**src/rtl/interrupt_controller_if.sv**
```systemverilog
// Core/timer-facing signal bundle of the interrupt controller.
// The slave modport is the controller's view; master is the core/timer side.
interface interrupt_controller_if #(
  parameter int NUM_SRC  = 4,
  parameter int PC_WIDTH = 32
);
  localparam int CW = (NUM_SRC > 1) ? $clog2(NUM_SRC) : 1;

  logic [NUM_SRC-1:0]  irq_src;
  logic [NUM_SRC-1:0]  irq_mask;
  logic [PC_WIDTH-1:0] pc;
  logic                instr_boundary;
  logic                irq_ack;
  logic                iret;
  logic                irq_req;
  logic [PC_WIDTH-1:0] irq_vector;
  logic [CW-1:0]       irq_cause;
  logic [PC_WIDTH-1:0] epc;
  logic                in_handler;
  logic                timer_stop;
  logic                timer_restart;

  modport slave (
    input  irq_src, irq_mask, pc, instr_boundary, irq_ack, iret,
    output irq_req, irq_vector, irq_cause, epc, in_handler, timer_stop, timer_restart
  );

  modport master (
    output irq_src, irq_mask, pc, instr_boundary, irq_ack, iret,
    input  irq_req, irq_vector, irq_cause, epc, in_handler, timer_stop, timer_restart
  );
endinterface

```
**src/rtl/interrupt_controller.sv**
```systemverilog
// Sticky-pending, fixed-priority interrupt controller with req/ack redirect,
// EPC capture, and timer stop/restart control around the handler.
module interrupt_controller #(
  parameter int                  NUM_SRC       = 4,
  parameter int                  PC_WIDTH      = 32,
  parameter logic [PC_WIDTH-1:0] VECTOR_BASE   = 32'h0000_0100,
  parameter int unsigned         VECTOR_STRIDE = 4
) (
  input  logic                   clock,
  input  logic                   reset,
  interrupt_controller_if.slave  bus
);
  localparam int CW = (NUM_SRC > 1) ? $clog2(NUM_SRC) : 1;

  typedef enum logic [1:0] {S_IDLE, S_REQ, S_HANDLER, S_RETURN} state_e;

  state_e              state_q, state_d;
  logic [NUM_SRC-1:0]  pending_q, pending_d;
  logic [NUM_SRC-1:0]  active, clr;
  logic [CW-1:0]       sel_idx;
  logic [CW-1:0]       cause_q, cause_d;
  logic [PC_WIDTH-1:0] vector_q, vector_d;
  logic [PC_WIDTH-1:0] epc_q, epc_d;
  logic                irq_req_q, irq_req_d;
  logic                in_handler_q, in_handler_d;
  logic                timer_stop_q, timer_stop_d;
  logic                timer_restart_q, timer_restart_d;

  // Index 0 wins: scan from the top so the lowest set index is written last.
  always_comb begin
    active  = pending_q & bus.irq_mask;
    sel_idx = '0;
    for (int i = NUM_SRC - 1; i >= 0; i--) begin
      if (active[i]) sel_idx = CW'(i);
    end
  end

  always_comb begin
    // NOTE: every output of this block gets a default first so no path leaves it unassigned (no latch).
    state_d  = state_q;
    cause_d  = cause_q;
    vector_d = vector_q;
    epc_d    = epc_q;
    clr      = '0;

    case (state_q)
      S_IDLE: begin
        if ((|active) && bus.instr_boundary) begin
          state_d  = S_REQ;
          cause_d  = sel_idx;
          epc_d    = bus.pc;
          vector_d = VECTOR_BASE + PC_WIDTH'(VECTOR_STRIDE) * PC_WIDTH'(sel_idx);
        end
      end
      S_REQ: begin
        if (bus.irq_ack) begin
          state_d      = S_HANDLER;
          clr[cause_q] = 1'b1;
        end
      end
      S_HANDLER: begin
        if (bus.iret) state_d = S_RETURN;
      end
      S_RETURN: state_d = S_IDLE;
      default:  state_d = S_IDLE;
    endcase

    // A new event on the acknowledged source re-arms it in the same edge.
    pending_d = (pending_q & ~clr) | bus.irq_src;

    irq_req_d       = (state_d == S_REQ);
    in_handler_d    = (state_d == S_HANDLER);
    timer_stop_d    = (state_d == S_REQ) || (state_d == S_HANDLER);
    timer_restart_d = (state_d == S_RETURN);
  end

  // NOTE: sequential state uses non-blocking assignments so all flops update together at the edge.
  always_ff @(posedge clock or negedge reset) begin
    if (!reset) begin
      state_q         <= S_IDLE;
      pending_q       <= '0;
      cause_q         <= '0;
      vector_q        <= '0;
      epc_q           <= '0;
      irq_req_q       <= 1'b0;
      in_handler_q    <= 1'b0;
      timer_stop_q    <= 1'b0;
      timer_restart_q <= 1'b0;
    end else begin
      state_q         <= state_d;
      pending_q       <= pending_d;
      cause_q         <= cause_d;
      vector_q        <= vector_d;
      epc_q           <= epc_d;
      irq_req_q       <= irq_req_d;
      in_handler_q    <= in_handler_d;
      timer_stop_q    <= timer_stop_d;
      timer_restart_q <= timer_restart_d;
    end
  end

  assign bus.irq_req       = irq_req_q;
  assign bus.irq_vector    = vector_q;
  assign bus.irq_cause     = cause_q;
  assign bus.epc           = epc_q;
  assign bus.in_handler    = in_handler_q;
  assign bus.timer_stop    = timer_stop_q;
  assign bus.timer_restart = timer_restart_q;
endmodule

```
**src/flat_wrapper.sv**
```systemverilog
// flat-port wrapper written by rule: the top's interface ports become plain ports
module interrupt_controller_flat 
#(
  parameter int                  NUM_SRC       = 4,
  parameter int                  PC_WIDTH      = 32,
  parameter logic [PC_WIDTH-1:0] VECTOR_BASE   = 32'h0000_0100,
  parameter int unsigned         VECTOR_STRIDE = 4
)
  (clock, reset, bus_irq_src, bus_irq_mask, bus_pc, bus_instr_boundary, bus_irq_ack, bus_iret, bus_irq_req, bus_irq_vector, bus_irq_cause, bus_epc, bus_in_handler, bus_timer_stop, bus_timer_restart);
  interrupt_controller_if #(.NUM_SRC(NUM_SRC), .PC_WIDTH(PC_WIDTH)) bus_i ();
  input  logic clock;
  input  logic reset;
  input wire logic [$bits(bus_i.irq_src)-1:0] bus_irq_src;
  input wire logic [$bits(bus_i.irq_mask)-1:0] bus_irq_mask;
  input wire logic [$bits(bus_i.pc)-1:0] bus_pc;
  input wire logic [$bits(bus_i.instr_boundary)-1:0] bus_instr_boundary;
  input wire logic [$bits(bus_i.irq_ack)-1:0] bus_irq_ack;
  input wire logic [$bits(bus_i.iret)-1:0] bus_iret;
  output wire logic [$bits(bus_i.irq_req)-1:0] bus_irq_req;
  output wire logic [$bits(bus_i.irq_vector)-1:0] bus_irq_vector;
  output wire logic [$bits(bus_i.irq_cause)-1:0] bus_irq_cause;
  output wire logic [$bits(bus_i.epc)-1:0] bus_epc;
  output wire logic [$bits(bus_i.in_handler)-1:0] bus_in_handler;
  output wire logic [$bits(bus_i.timer_stop)-1:0] bus_timer_stop;
  output wire logic [$bits(bus_i.timer_restart)-1:0] bus_timer_restart;
  assign bus_i.irq_src = bus_irq_src;
  assign bus_i.irq_mask = bus_irq_mask;
  assign bus_i.pc = bus_pc;
  assign bus_i.instr_boundary = bus_instr_boundary;
  assign bus_i.irq_ack = bus_irq_ack;
  assign bus_i.iret = bus_iret;
  assign bus_irq_req = bus_i.irq_req;
  assign bus_irq_vector = bus_i.irq_vector;
  assign bus_irq_cause = bus_i.irq_cause;
  assign bus_epc = bus_i.epc;
  assign bus_in_handler = bus_i.in_handler;
  assign bus_timer_stop = bus_i.timer_stop;
  assign bus_timer_restart = bus_i.timer_restart;
  interrupt_controller #(.NUM_SRC(NUM_SRC), .PC_WIDTH(PC_WIDTH), .VECTOR_BASE(VECTOR_BASE), .VECTOR_STRIDE(VECTOR_STRIDE)) u_core (.clock(clock), .reset(reset), .bus(bus_i));
endmodule
```
**config.mk**
```make
export PLATFORM = sky130hd
export DESIGN_NAME = interrupt_controller_flat
export DESIGN_NICKNAME = d
export VERILOG_FILES = /design/src/rtl/interrupt_controller_if.sv /design/src/rtl/interrupt_controller.sv /design/src/flat_wrapper.sv
export SDC_FILE = /design/constraint.sdc
export NUM_CORES = 1
export LEC_CHECK = 0
export ABC_AREA = 1
export CAP_MARGIN = 15
export CORE_ASPECT_RATIO = 0.6
export CORE_UTILIZATION = 43
export CTS_BUF_LIST = sky130_fd_sc_hd__clkbuf_8
export DETAILED_ROUTE_END_ITERATION = 10
export GPL_TIMING_DRIVEN = 0
export HOLD_SLACK_MARGIN = 0.15
export PLACE_DENSITY = 0.88
export REMOVE_ABC_BUFFERS = 1
export SETUP_SLACK_MARGIN = 0.15
export SLEW_MARGIN = 40
export SYNTH_ARGS = -nofsm -noshare
export SYNTH_HDL_FRONTEND = slang
export SYNTH_SLANG_ARGS = --single-unit
```
**constraint.sdc**
```tcl
create_clock -name clock -period 3.2 [get_ports clock]
set_input_delay 0.48 -clock clock [delete_from_list [all_inputs] [get_ports clock]]
set_output_delay 0.48 -clock clock [all_outputs]
set_load 0.005 [all_outputs]
```
==> reports/results.env <==
POST_SYNTH.CELL_AREA_AVG_UM2=9.020
STATUS='finished clean'
FINALWORSTPATHREQUIREDPERIOD_NS=1.896
POWER.DENSITY_CELL_AREA_nW_PER_UM2=796.4
ROUTEDWLPERCELL_UM=11.42
SETUP-VIOLATIONS-FINAL=0
CLKSLEWWORSTSETUPHOLDPATHS_NS=0.08
CLKLATENCYLATEPIN_NS=0.29
CELLINTERNALPOWER_mW=1.617
RSZ0062_AT_GRT='false'
WORST-R2R-SETUP-SLACK_NS=1.57
HOLD_PATH_CLASS='register to register'
FINAL_NETS=368
YS_FF_LATCH=45
MAX_CAP_VIOLATIONS=0
GRT_START_MAX_NET_PINS=37
GLOBAL_ROUTE.USAGE.MET2_PCT=29.42
PLACE.GP.CONGESTION=0.7151
FLOORPLAN.INITIALDENSITY_PCT=45.53
P_CLK_SHARE_PCT=15.6
CLOCK.FMAX_MHz=527.5
DP.CELLS=375
FIN_SKEW_NS=0.003975
FINALMAXSLEWVIOLATIONS=0
AREA.GROWTH.SYNTH_TO_FINAL_PCT=42.74
WORSTMARGINPINSLEW_NS=0.5501
SYNTH_WARN=0
WORST-ENDPOINT-ARRIVAL_NS=2.13
NETLIST_AREA_UM2=2111
LEAKAGE_nW=1.503
FP.DIEAREA_UM2=5202
DRC_ERRORS=0
TOTAL_POWER_CONSUMPTION_OF_THE_ROUTED_DESIGN_mW=2.400
TRITONCTS_NUM_SINKS=45
GRT_FIRST_PASS_WIRELENGTH_UM=7438
DIE_H_UM=56.27
MAX-CLOCK-PATH-BUFFERS=2
CTS_MADE_BUFFERS=5
SWITCHING_SHARE_PCT=32.63
SETUP-TNS-FINAL_NS=0
FIRST_GLOBAL_VIAS=1637
POST_ROUTE_CELLS_DRIVE_ABOVE_1_SHARE_PCT=9.346
CTSHTREEMAXLEVEL=2
WORST_IR_DROP_VDD_uV=423.9
POWER.SHARE.COMBINATIONAL_PCT=44.3
DRT_ITER0_MARKERS=46
POWER.SHARE.SEQUENTIAL_PCT=40.1
CRITICAL_PATH.ENDPOINT_TYPE='register'
SYNTH_CELL_TYPES=19
TIMING.FINAL.HOLD_VIOLATIONS=0
INITIAL_ANTENNA_VIOLATION_COUNT=0
FIN_HOLD_WS_NS=0.4696
SEQUENTIAL_SHARE_OF_THE_SYNTHESIZED_AREA_PCT=53.35
TOTALWIRELENGTH_UM=4385
VIAS=1636
FINALNONFILLERCELLS=384
GLOBALROUTETOTALUTIL_PCT=18.47
POST_CTS_RESIZE_COUNT=0
GLOBALROUTE.BUSIESTLAYER='met2'
LAYOUT_WORST_PATH_CYCLE_SHARE_PCT=59.24
ANTENNA_CELLS=0
DETAILEDROUTE.FIRSTPASSITERATIONCOUNT=4
POWER.SWITCHING_mW=0.7829
CRIT_PATH_MAX_FANOUT=35
NUMBER_OF_INSTANCES_IN_THE_SYNTHESIZED_NETLIST=234
DIE-WIDTH_UM=92.45
DETAIL-ROUTE-ANTENNA-NETS=0
FINAL.FILL_COUNT=383
FLOORPLAN.CORE_AREA_UM2=4636
ROWS=19
IOPINCOUNT=115
CLOCK-ROOT-BUFFER='sky130_fd_sc_hd__clkbuf_8'
HPWL_REPORTED_AT_THE_END_OF_DETAILED_PLACEMENT_UM=3212
SLEW_HEADROOM_PCT=63.19
POST_DRT_VIA_CELL_RATIO=4.260
GLOBALROUTEMET1UTIL_PCT=24.29
PORT_BUFFERS=85
TRITONCTS='done'
GLOBALROUTEOVERFLOWTOTAL=0
GRTUSAGEMET3_PCT=5.962
CRIT_PATH_START_KIND='primary input'
CRITICAL_PATH_REQUIRED_NS=3.43
CP_CLASS='primary input to register'
worst paths after layout:
path                            cells after the start                                  from                              endpoint
worst min register to register                      1  u_core.bus.irq_vector[8]$_DFFE_PN0P_  u_core.bus.irq_vector[8]$_DFFE_PN0P_
max in group asynchronous                           3                                 reset        u_core.bus.epc[27]$_DFFE_PN0P_
worst max-delay path                                9                       bus_irq_mask[1]       u_core.bus.timer_stop$_DFF_PN0_
min in group asynchronous                           2                                 reset         u_core.bus.epc[2]$_DFFE_PN0P_
worst max register to register                      7           u_core.state_q[0]$_DFF_PN0_       u_core.bus.timer_stop$_DFF_PN0_
worst min-delay path                                1  u_core.bus.irq_vector[8]$_DFFE_PN0P_  u_core.bus.irq_vector[8]$_DFFE_PN0P_
power groups by stage:
stage          clock (mW)  sequential [mW]  combinational, mW
6_report            0.374            0.963               1.06
5_1_grt             0.415            0.996               1.19
2_1_floorplan           0            0.975              0.389
4_1_cts             0.387            0.962               1.08
3_3_place_gp            0            0.953               1.02
3_5_place_dp            0            0.966               1.07
logic make-up (layout without fill, tap and decap cells):
kind of cell	after synthesis	count (layout)	synth area share, %
simple gates	123	123	25.43
other cells	1	29	0.1777
fa+ha+maj	3	3	1.778
compound gates	10	10	2.905
buf+inv	52	111	16.36
flops	45	45	53.35
through the flow:
stage,worst slack [ns],utilization [%],instance area (um2)
after detailed placement,0.9712,62.59,2902
after CTS,1.278,64.99,3013
final,1.304,64.99,3013
after global placement,0.4643,61.62,2856
after floorplan,1.679,-,1927
after global routing,1.173,64.99,3013
critical path, cell delays in order:
cell and delay [ns]:
sky130_fd_sc_hd__clkdlybuf4s50_1 0.47, sky130_fd_sc_hd__nand2_2 0.08, sky130_fd_sc_hd__nand2_2 0.12, sky130_fd_sc_hd__nor2_4 0.06, sky130_fd_sc_hd__nor2_8 0.37, sky130_fd_sc_hd__nor2_1 0.15, sky130_fd_sc_hd__inv_1 0.11, sky130_fd_sc_hd__ha_1 0.23
sky130_fd_sc_hd__inv_1 0.05
layout make-up:
class / instances / area, um2 / share of cell area [%]
Tap cell: 63 / 78.83 / 2.616
Clock buffer: 7 / 96.34 / 3.198
Timing Repair Buffer: 88 / 905.9 / 30.07
Inverter: 15 / 56.30 / 1.869
Multi-Input combinational cell: 165 / 744.5 / 24.71
Sequential cell: 45 / 1126 / 37.38
Clock inverter: 1 / 5.005 / 0.1661
metal layers:
| layer | routed length (um) | share of wire [%] |
|---|---|---|
| met4 | 0 | 0 |
| met5 | 0 | 0 |
| met2 | 1979 | 45 |
| met1 | 2050 | 47 |
| met3 | 355 | 8.1 |
cell usage in the layout, fill, tap and decap left out, types with 2 or more instances in the layout:
cell / count
sky130_fd_sc_hd__clkbuf_8: 7
sky130_fd_sc_hd__inv_2: 3
sky130_fd_sc_hd__nand2_2: 10
sky130_fd_sc_hd__clkdlybuf4s50_1: 84
sky130_fd_sc_hd__dfrtp_1: 45
sky130_fd_sc_hd__a21oi_1: 3
sky130_fd_sc_hd__inv_1: 12
sky130_fd_sc_hd__conb_1: 29
sky130_fd_sc_hd__o21ai_0: 6
sky130_fd_sc_hd__ha_1: 3
sky130_fd_sc_hd__nand2_1: 105
sky130_fd_sc_hd__nand3_1: 2
state kept, by name (all words and copies together) (netlist names), 2 cells and up:
register	cells
u_core.state_q	2
u_core.bus.epc	32
u_core.bus.irq_vector	2
u_core.pending_q	4
what timing repair did:
item	in CTS	in global routing
setup buffers	0	0
hold endpoints to repair	9	0
hold buffers	1	0
synth_stat cells:
master	count	area (um2)
sky130_fd_sc_hd__nand2_1	105	394.1
sky130_fd_sc_hd__inv_2	3	11.26
sky130_fd_sc_hd__nand2_4	1	11.26
sky130_fd_sc_hd__nor2_8	1	20.02
sky130_fd_sc_hd__nand2_2	10	62.56
sky130_fd_sc_hd__nand3_4	1	17.52
sky130_fd_sc_hd__nor2_1	1	3.750
sky130_fd_sc_hd__dfrtp_1	45	1126
sky130_fd_sc_hd__ha_1	3	37.54
sky130_fd_sc_hd__o21ai_4	1	16.27
sky130_fd_sc_hd__a21oi_1	3	15.01
sky130_fd_sc_hd__nor2_4	1	11.26
sky130_fd_sc_hd__o21ai_0	6	30.03
sky130_fd_sc_hd__nand3_1	2	10.01
sky130_fd_sc_hd__or2_2	1	6.260
sky130_fd_sc_hd__conb_1	1	3.750
sky130_fd_sc_hd__buf_6	3	33.78
sky130_fd_sc_hd__inv_1	12	45.04
sky130_fd_sc_hd__buf_4	34	255.2
Note: power is estimated with default switching activity, not from simulation.
